===== src/rtl/serv_rf_ram_arb.sv =====
// Arbiter sharing the 1R1W register-file SRAM between the SERV RF RAM interface and a host port.
// The RF always wins a port. A starvation guard holds back new core reads so the host makes progress.
module serv_rf_ram_arb #(
  parameter int width    = 32,
  parameter int csr_regs = 4,
  parameter int aw       = 5 + $clog2(32 + csr_regs) - $clog2(width),
  parameter int MAX_WAIT = 15
) (
  input  logic             i_clk,
  input  logic             i_rst,
  input  logic             i_core_rreq,
  output logic             o_rf_rreq,
  input  logic [aw-1:0]    i_rf_waddr,
  input  logic [width-1:0] i_rf_wdata,
  input  logic             i_rf_wen,
  input  logic [aw-1:0]    i_rf_raddr,
  input  logic             i_rf_ren,
  output logic [width-1:0] o_rf_rdata,
  output logic [aw-1:0]    o_waddr,
  output logic [width-1:0] o_wdata,
  output logic             o_wen,
  output logic [aw-1:0]    o_raddr,
  output logic             o_ren,
  input  logic [width-1:0] i_rdata,
  input  logic             i_h_valid,
  input  logic             i_h_we,
  input  logic [aw-1:0]    i_h_addr,
  input  logic [width-1:0] i_h_wdata,
  output logic             o_h_ready,
  output logic             o_h_rvalid,
  output logic [width-1:0] o_h_rdata
);

  logic       h_wacc;
  logic       h_racc;
  logic       h_acc;
  logic [7:0] wait_cnt;
  logic [7:0] wait_nxt;
  logic       hold;
  logic       pending;
  logic       rd_inflight;

  // Each SRAM port is granted independently: the host takes whichever port the RF leaves free.
  assign h_wacc    = i_h_valid &  i_h_we & ~i_rf_wen & ~i_rst;
  assign h_racc    = i_h_valid & ~i_h_we & ~i_rf_ren & ~i_rst;
  assign h_acc     = h_wacc | h_racc;
  assign o_h_ready = h_acc;

  assign o_wen      = i_rf_wen | h_wacc;
  assign o_waddr    = i_rf_wen ? i_rf_waddr : i_h_addr;
  assign o_wdata    = i_rf_wen ? i_rf_wdata : i_h_wdata;
  assign o_ren      = i_rf_ren | h_racc;
  assign o_raddr    = i_rf_ren ? i_rf_raddr : i_h_addr;
  assign o_rf_rdata = i_rdata;

  // A read deferred by hold is released on the first cycle hold is low.
  assign o_rf_rreq = ~hold & (i_core_rreq | pending);

  // NOTE: every variable assigned here gets a default first, so no latch can be inferred.
  always_comb begin
    wait_nxt = wait_cnt;
    if (!i_h_valid || h_acc)
      wait_nxt = '0;
    else if (wait_cnt != 8'(MAX_WAIT))
      wait_nxt = wait_cnt + 8'd1;
  end

  // NOTE: state uses non-blocking assignments so every register samples pre-edge values.
  always_ff @(posedge i_clk) begin
    if (i_rst) begin
      wait_cnt    <= '0;
      hold        <= 1'b0;
      pending     <= 1'b0;
      rd_inflight <= 1'b0;
      o_h_rvalid  <= 1'b0;
      o_h_rdata   <= '0;
    end else begin
      wait_cnt    <= wait_nxt;
      // Hold tracks the saturated counter; it drops with the counter on accept or withdrawal.
      hold        <= (wait_nxt == 8'(MAX_WAIT));
      pending     <= hold & (pending | i_core_rreq);
      rd_inflight <= h_racc;
      o_h_rvalid  <= rd_inflight;
      if (rd_inflight)
        o_h_rdata <= i_rdata;
    end
  end

endmodule


===== config.mk =====
export PLATFORM = sky130hd
export DESIGN_NAME = serv_rf_ram_arb
export DESIGN_NICKNAME = d
export VERILOG_FILES = /design/src/rtl/serv_rf_ram_arb.sv
export SDC_FILE = /design/constraint.sdc
export NUM_CORES = 1
export LEC_CHECK = 0
export ABC_AREA = 1
export ABC_CLOCK_PERIOD_IN_PS = 1290
export CELL_PAD_IN_SITES_DETAIL_PLACEMENT = 0
export CELL_PAD_IN_SITES_GLOBAL_PLACEMENT = 2
export CORE_UTILIZATION = 12
export CTS_CLUSTER_SIZE = 10
export DETAILED_ROUTE_END_ITERATION = 8
export PLACE_DENSITY_LB_ADDON = 0.1
export SYNTH_ARGS = -nofsm -noshare
export SYNTH_HDL_FRONTEND = slang
export SYNTH_SLANG_ARGS = --single-unit

===== constraint.sdc =====
create_clock -name i_clk -period 1.29 [get_ports i_clk]
set_input_delay 0.129 -clock i_clk [delete_from_list [all_inputs] [get_ports i_clk]]
set_output_delay 0.129 -clock i_clk [all_outputs]
set_load 0.03 [all_outputs]

==> impl_metrics.xml <==
<?xml version="1.0" encoding="UTF-8"?>
<metrics>
  <group name="placed_design">
    <metric name="gp_congestion" unit="">0.741</metric>
    <metric name="number_of_buffers_added_on_ports" unit="">233</metric>
    <metric name="hpwlAfterDp" unit="um">8960</metric>
  </group>
  <group name="sta">
    <metric name="unrepaired_setup_endpoints_after_global_routing" unit="">true</metric>
    <metric name="fin_worst_skew" unit="ns">0.00474</metric>
    <metric name="slew_limit_fails" unit="">0</metric>
    <metric name="number_of_hold_violations_in_the_final_report" unit="">0</metric>
    <metric name="period_utilization_post_route" unit="%">95.7</metric>
    <metric name="fmax" unit="GHz">0.810</metric>
    <metric name="final_period_minus_worst_setup_slack" unit="ns">1.23</metric>
    <metric name="tightest_slew" unit="ns">0.453</metric>
    <metric name="finalSetupViolations" unit="">0</metric>
    <metric name="finalSetupTns" unit="ns">0</metric>
    <metric name="maxSlewHeadroom" unit="%">69.8</metric>
  </group>
  <group name="setup_path">
    <metric name="sort_of_element_at_the_start_of_the_critical_path" unit="">register</metric>
    <metric name="r2r.worst_path.cells" unit="">7</metric>
    <metric name="timing.critical_path.from" unit="">wait_cnt[0]</metric>
    <metric name="reg2reg_setup_slack" unit="ns">0.06</metric>
    <metric name="reg2reg_to" unit="">hold</metric>
    <metric name="critical_path.max_fanout" unit="">6</metric>
    <metric name="r2r_start" unit="">wait_cnt[0]</metric>
    <metric name="worst_ep_required_time" unit="ns">1.52</metric>
    <metric name="kind_of_critical_path" unit="">register to register</metric>
    <metric name="worstPathArrival" unit="ns">1.46</metric>
    <metric name="critical_path_endpoint_category" unit="">register</metric>
  </group>
  <group name="cells_and_area">
    <metric name="diode_insertion_count_for_antenna_repair" unit="">0</metric>
    <metric name="fin_nets" unit="">733</metric>
    <metric name="areaGrowthSynthToFinish" unit="%">98.3</metric>
    <metric name="drive_gt1_share" unit="%">23.2</metric>
  </group>
  <group name="synthesis">
    <metric name="synth_fp_nets" unit="">523</metric>
    <metric name="synth.yosys.warnings" unit="">0</metric>
    <metric name="synth.ff_latch_count" unit="">44</metric>
    <metric name="netlist_area" unit="mm2">0.00253</metric>
    <metric name="synth_top_cell_by_area" unit="">dfxtp_1</metric>
    <metric name="synth_seq_area_share" unit="%">34.8</metric>
    <metric name="synth.area.top_cells" unit="">dfxtp_1 35%, nand2_1 29%, buf_4 9.8%</metric>
    <metric name="avgSynthCellArea" unit="um2">6.31</metric>
    <metric name="yosysMostFrequentCell" unit="">nand2_1</metric>
    <metric name="synthDistinctLibCells" unit="">29</metric>
    <metric name="yosys-top-cells-count" unit="">196 x nand2_1, 44 x dfxtp_1, 33 x a21oi_1, 33 x buf_4</metric>
    <metric name="dominantRegCellSynth" unit="">dfxtp_1</metric>
    <metric name="postSynth.asyncResetShare" unit="%">0</metric>
    <metric name="netlist.area_leader.share" unit="%">34.8</metric>
    <metric name="edff_count_synth" unit="">0</metric>
    <metric name="postSynthCellCount" unit="">401</metric>
  </group>
  <group name="routing">
    <metric name="drt_pre_antenna_iters" unit="">4</metric>
    <metric name="routed-wl-met2" unit="um">6010</metric>
    <metric name="met1_length" unit="um">4320</metric>
    <metric name="drtIter0Drc" unit="">51</metric>
    <metric name="dr.max_layer_used" unit="">met4</metric>
    <metric name="drcViolationCount" unit="">0</metric>
    <metric name="routed_wl" unit="um">11200</metric>
    <metric name="drt.antenna.violating_nets" unit="">0</metric>
    <metric name="num_vias" unit="">3112</metric>
    <metric name="avgViaCountPerCell" unit="">3.53</metric>
    <metric name="wire_per_inst" unit="um">12.7</metric>
    <metric name="met3_length" unit="um">743</metric>
  </group>
  <group name="clock_tree">
    <metric name="tritoncts" unit="">built</metric>
    <metric name="cts_htree_levels" unit="">2</metric>
    <metric name="insertion_delay" unit="ns">0.29</metric>
    <metric name="clk_path_buf_depth" unit="">2</metric>
    <metric name="clock_sink_count" unit="">44</metric>
    <metric name="path_clk_slew" unit="ns">0.06</metric>
    <metric name="cts.hold.buffers_added" unit="">0</metric>
    <metric name="clock_tree.root_cell" unit="">clkbuf_16</metric>
    <metric name="numCtsBuffers" unit="">5</metric>
  </group>
  <group name="power">
    <metric name="vdd_ir_drop_max" unit="mV">0.487</metric>
    <metric name="p_leak" unit="nW">2.32</metric>
    <metric name="power_per_cell_area" unit="mW/mm2">806</metric>
    <metric name="total_power" unit="mW">4.04</metric>
  </group>
  <group name="global_routing">
    <metric name="wire_length_of_the_first_global_routing_pass" unit="um">16800</metric>
    <metric name="first_global_vias" unit="">2990</metric>
    <metric name="grt_antenna_before_repair" unit="">0</metric>
    <metric name="maximum_number_of_pins_on_one_net_before_global_route_repair" unit="">40</metric>
    <metric name="remaining_global_route_overflow" unit="">0</metric>
    <metric name="track_usage" unit="%">10.1</metric>
  </group>
  <group name="die">
    <metric name="fp-row-count" unit="">52</metric>
    <metric name="num_io_pins" unit="">234</metric>
    <metric name="die_h" unit="um">147</metric>
    <metric name="fp.coreArea" unit="mm2">0.0204</metric>
    <metric name="die_area" unit="mm2">0.0217</metric>
    <metric name="die_w" unit="um">147</metric>
    <metric name="initial_util" unit="%">12.4</metric>
  </group>
  <group name="worst_hold_path">
    <metric name="worst_hold_startpoint" unit="">i_rst</metric>
    <metric name="worst_hold_path.num_cells" unit="">5</metric>
    <metric name="worst_hold_path_type" unit="">input port to register</metric>
    <metric name="hold_path_end" unit="">rd_inflight</metric>
  </group>
  <group name="run">
    <metric name="maximum_capacitance_violations" unit="">0</metric>
  </group>
  <group name="run_status">
    <metric name="outcome" unit="">finished, final reports clean</metric>
  </group>
</metrics>
-- kinds of logic (layout without fill, tap and decap cells) --
logic type               Yosys count  after routing  share of synthesized area (%)
AND/OR/NAND/NOR                  230            230                           37.3
XOR/XNOR                           2              2                          0.692
buffers and inverters             72            282                           15.9
adder cells (fa/ha/maj)            1              1                          0.494
AO/OA/AOI/OAI                     52             52                           10.8
flip-flops                        44             44                           34.8
-- stage by stage --
step / hold WS, ns / std cells / setup slack [ns] / utilization (%) / area (um2)
after floorplan: 0.269 / 401 / -0.0158 / - / 2530
after global placement: 0.448 / 872 / -0.215 / 23.7 / 4830
after detailed placement: 0.452 / 872 / -0.216 / 23.7 / 4830
after CTS: 0.296 / 880 / 0.00184 / 24.3 / 4970
after global routing: 0.315 / 881 / -0.0558 / 24.6 / 5020
final: 0.288 / 881 / 0.0554 / 24.6 / 5020
-- per-layer routing --
layer  vias up  GRT usage (%)
met1      1352           11.0
li1       1632              -
met2       122           19.2
met3         6           2.73
met5         -              0
met4         0           2.16
-- worst max path at each step --
stage | endpoint | slack, ns | depth (start not counted)
global placement | o_wdata[27] | -0.21 | 6
detailed placement | o_wdata[27] | -0.22 | 6
floorplan | o_waddr[3] | -0.02 | 3
finish | hold | 0.06 | 7
CTS | hold | 0.002 | 9
global route | hold | -0.06 | 9
-- report_power, final --
| group | internal, mW | leakage [nW] | switching (mW) |
|---|---|---|---|
| Sequential | 1.38 | 0.358 | 0.0127 |
| Combinational | 0.653 | 1.90 | 0.735 |
| Clock | 0.704 | 0.0657 | 0.554 |
-- critical path: stages, from the launching register on --
cell and delay (ns):
dfxtp_2 0.35, ha_4 0.15, nand3_4 0.11, nor2_4 0.17
nand2_1 0.12, a21oi_2 0.14, nand2_1 0.06, nor2_1 0.07
-- state kept, by name (all words and copies together), names as in the netlist --
signal       flops
rd_inflight      1
o_h_rvalid       1
wait_cnt         8
hold             1
o_h_rdata       32
pending          1
-- cells in the final DEF (no fill, tap or decap), types with 2 or more instances in the layout --
cell type and count:
inv_2 5, dfxtp_1 39, o21ai_0 12, nor2_2 3, nand2_2 3, buf_12 2
dfxtp_2 5, nor2_1 14, inv_1 14, nand3b_1 2, o21ai_2 2, nand2_1 195
o21ai_1 2, clkdlybuf4s50_1 115, nor2_4 3, dlygate4sd2_1 37, buf_4 98, nand3_2 4
nand3_4 2, a21oi_1 33, clkbuf_16 5
-- layout make-up --
| type | instances | area, um2 |
|---|---|---|
| fillers | 2306 | 15400 |
| repair buffers | 255 | 2280 |
| multi-input cells | 285 | 1300 |
| flip-flops and latches | 44 | 887 |
| well taps | 270 | 338 |
| clock buffers | 5 | 125 |
| inverters | 20 | 77.6 |
| clock inverters | 2 | 12.5 |
-- what timing repair did --
action,in CTS,in global routing
pin swaps,5,7
gates resized for setup,49,13
buffers inserted,1,1
setup endpoints to repair,83,3
No activity file was read; power rests on OpenSTA's default activity.
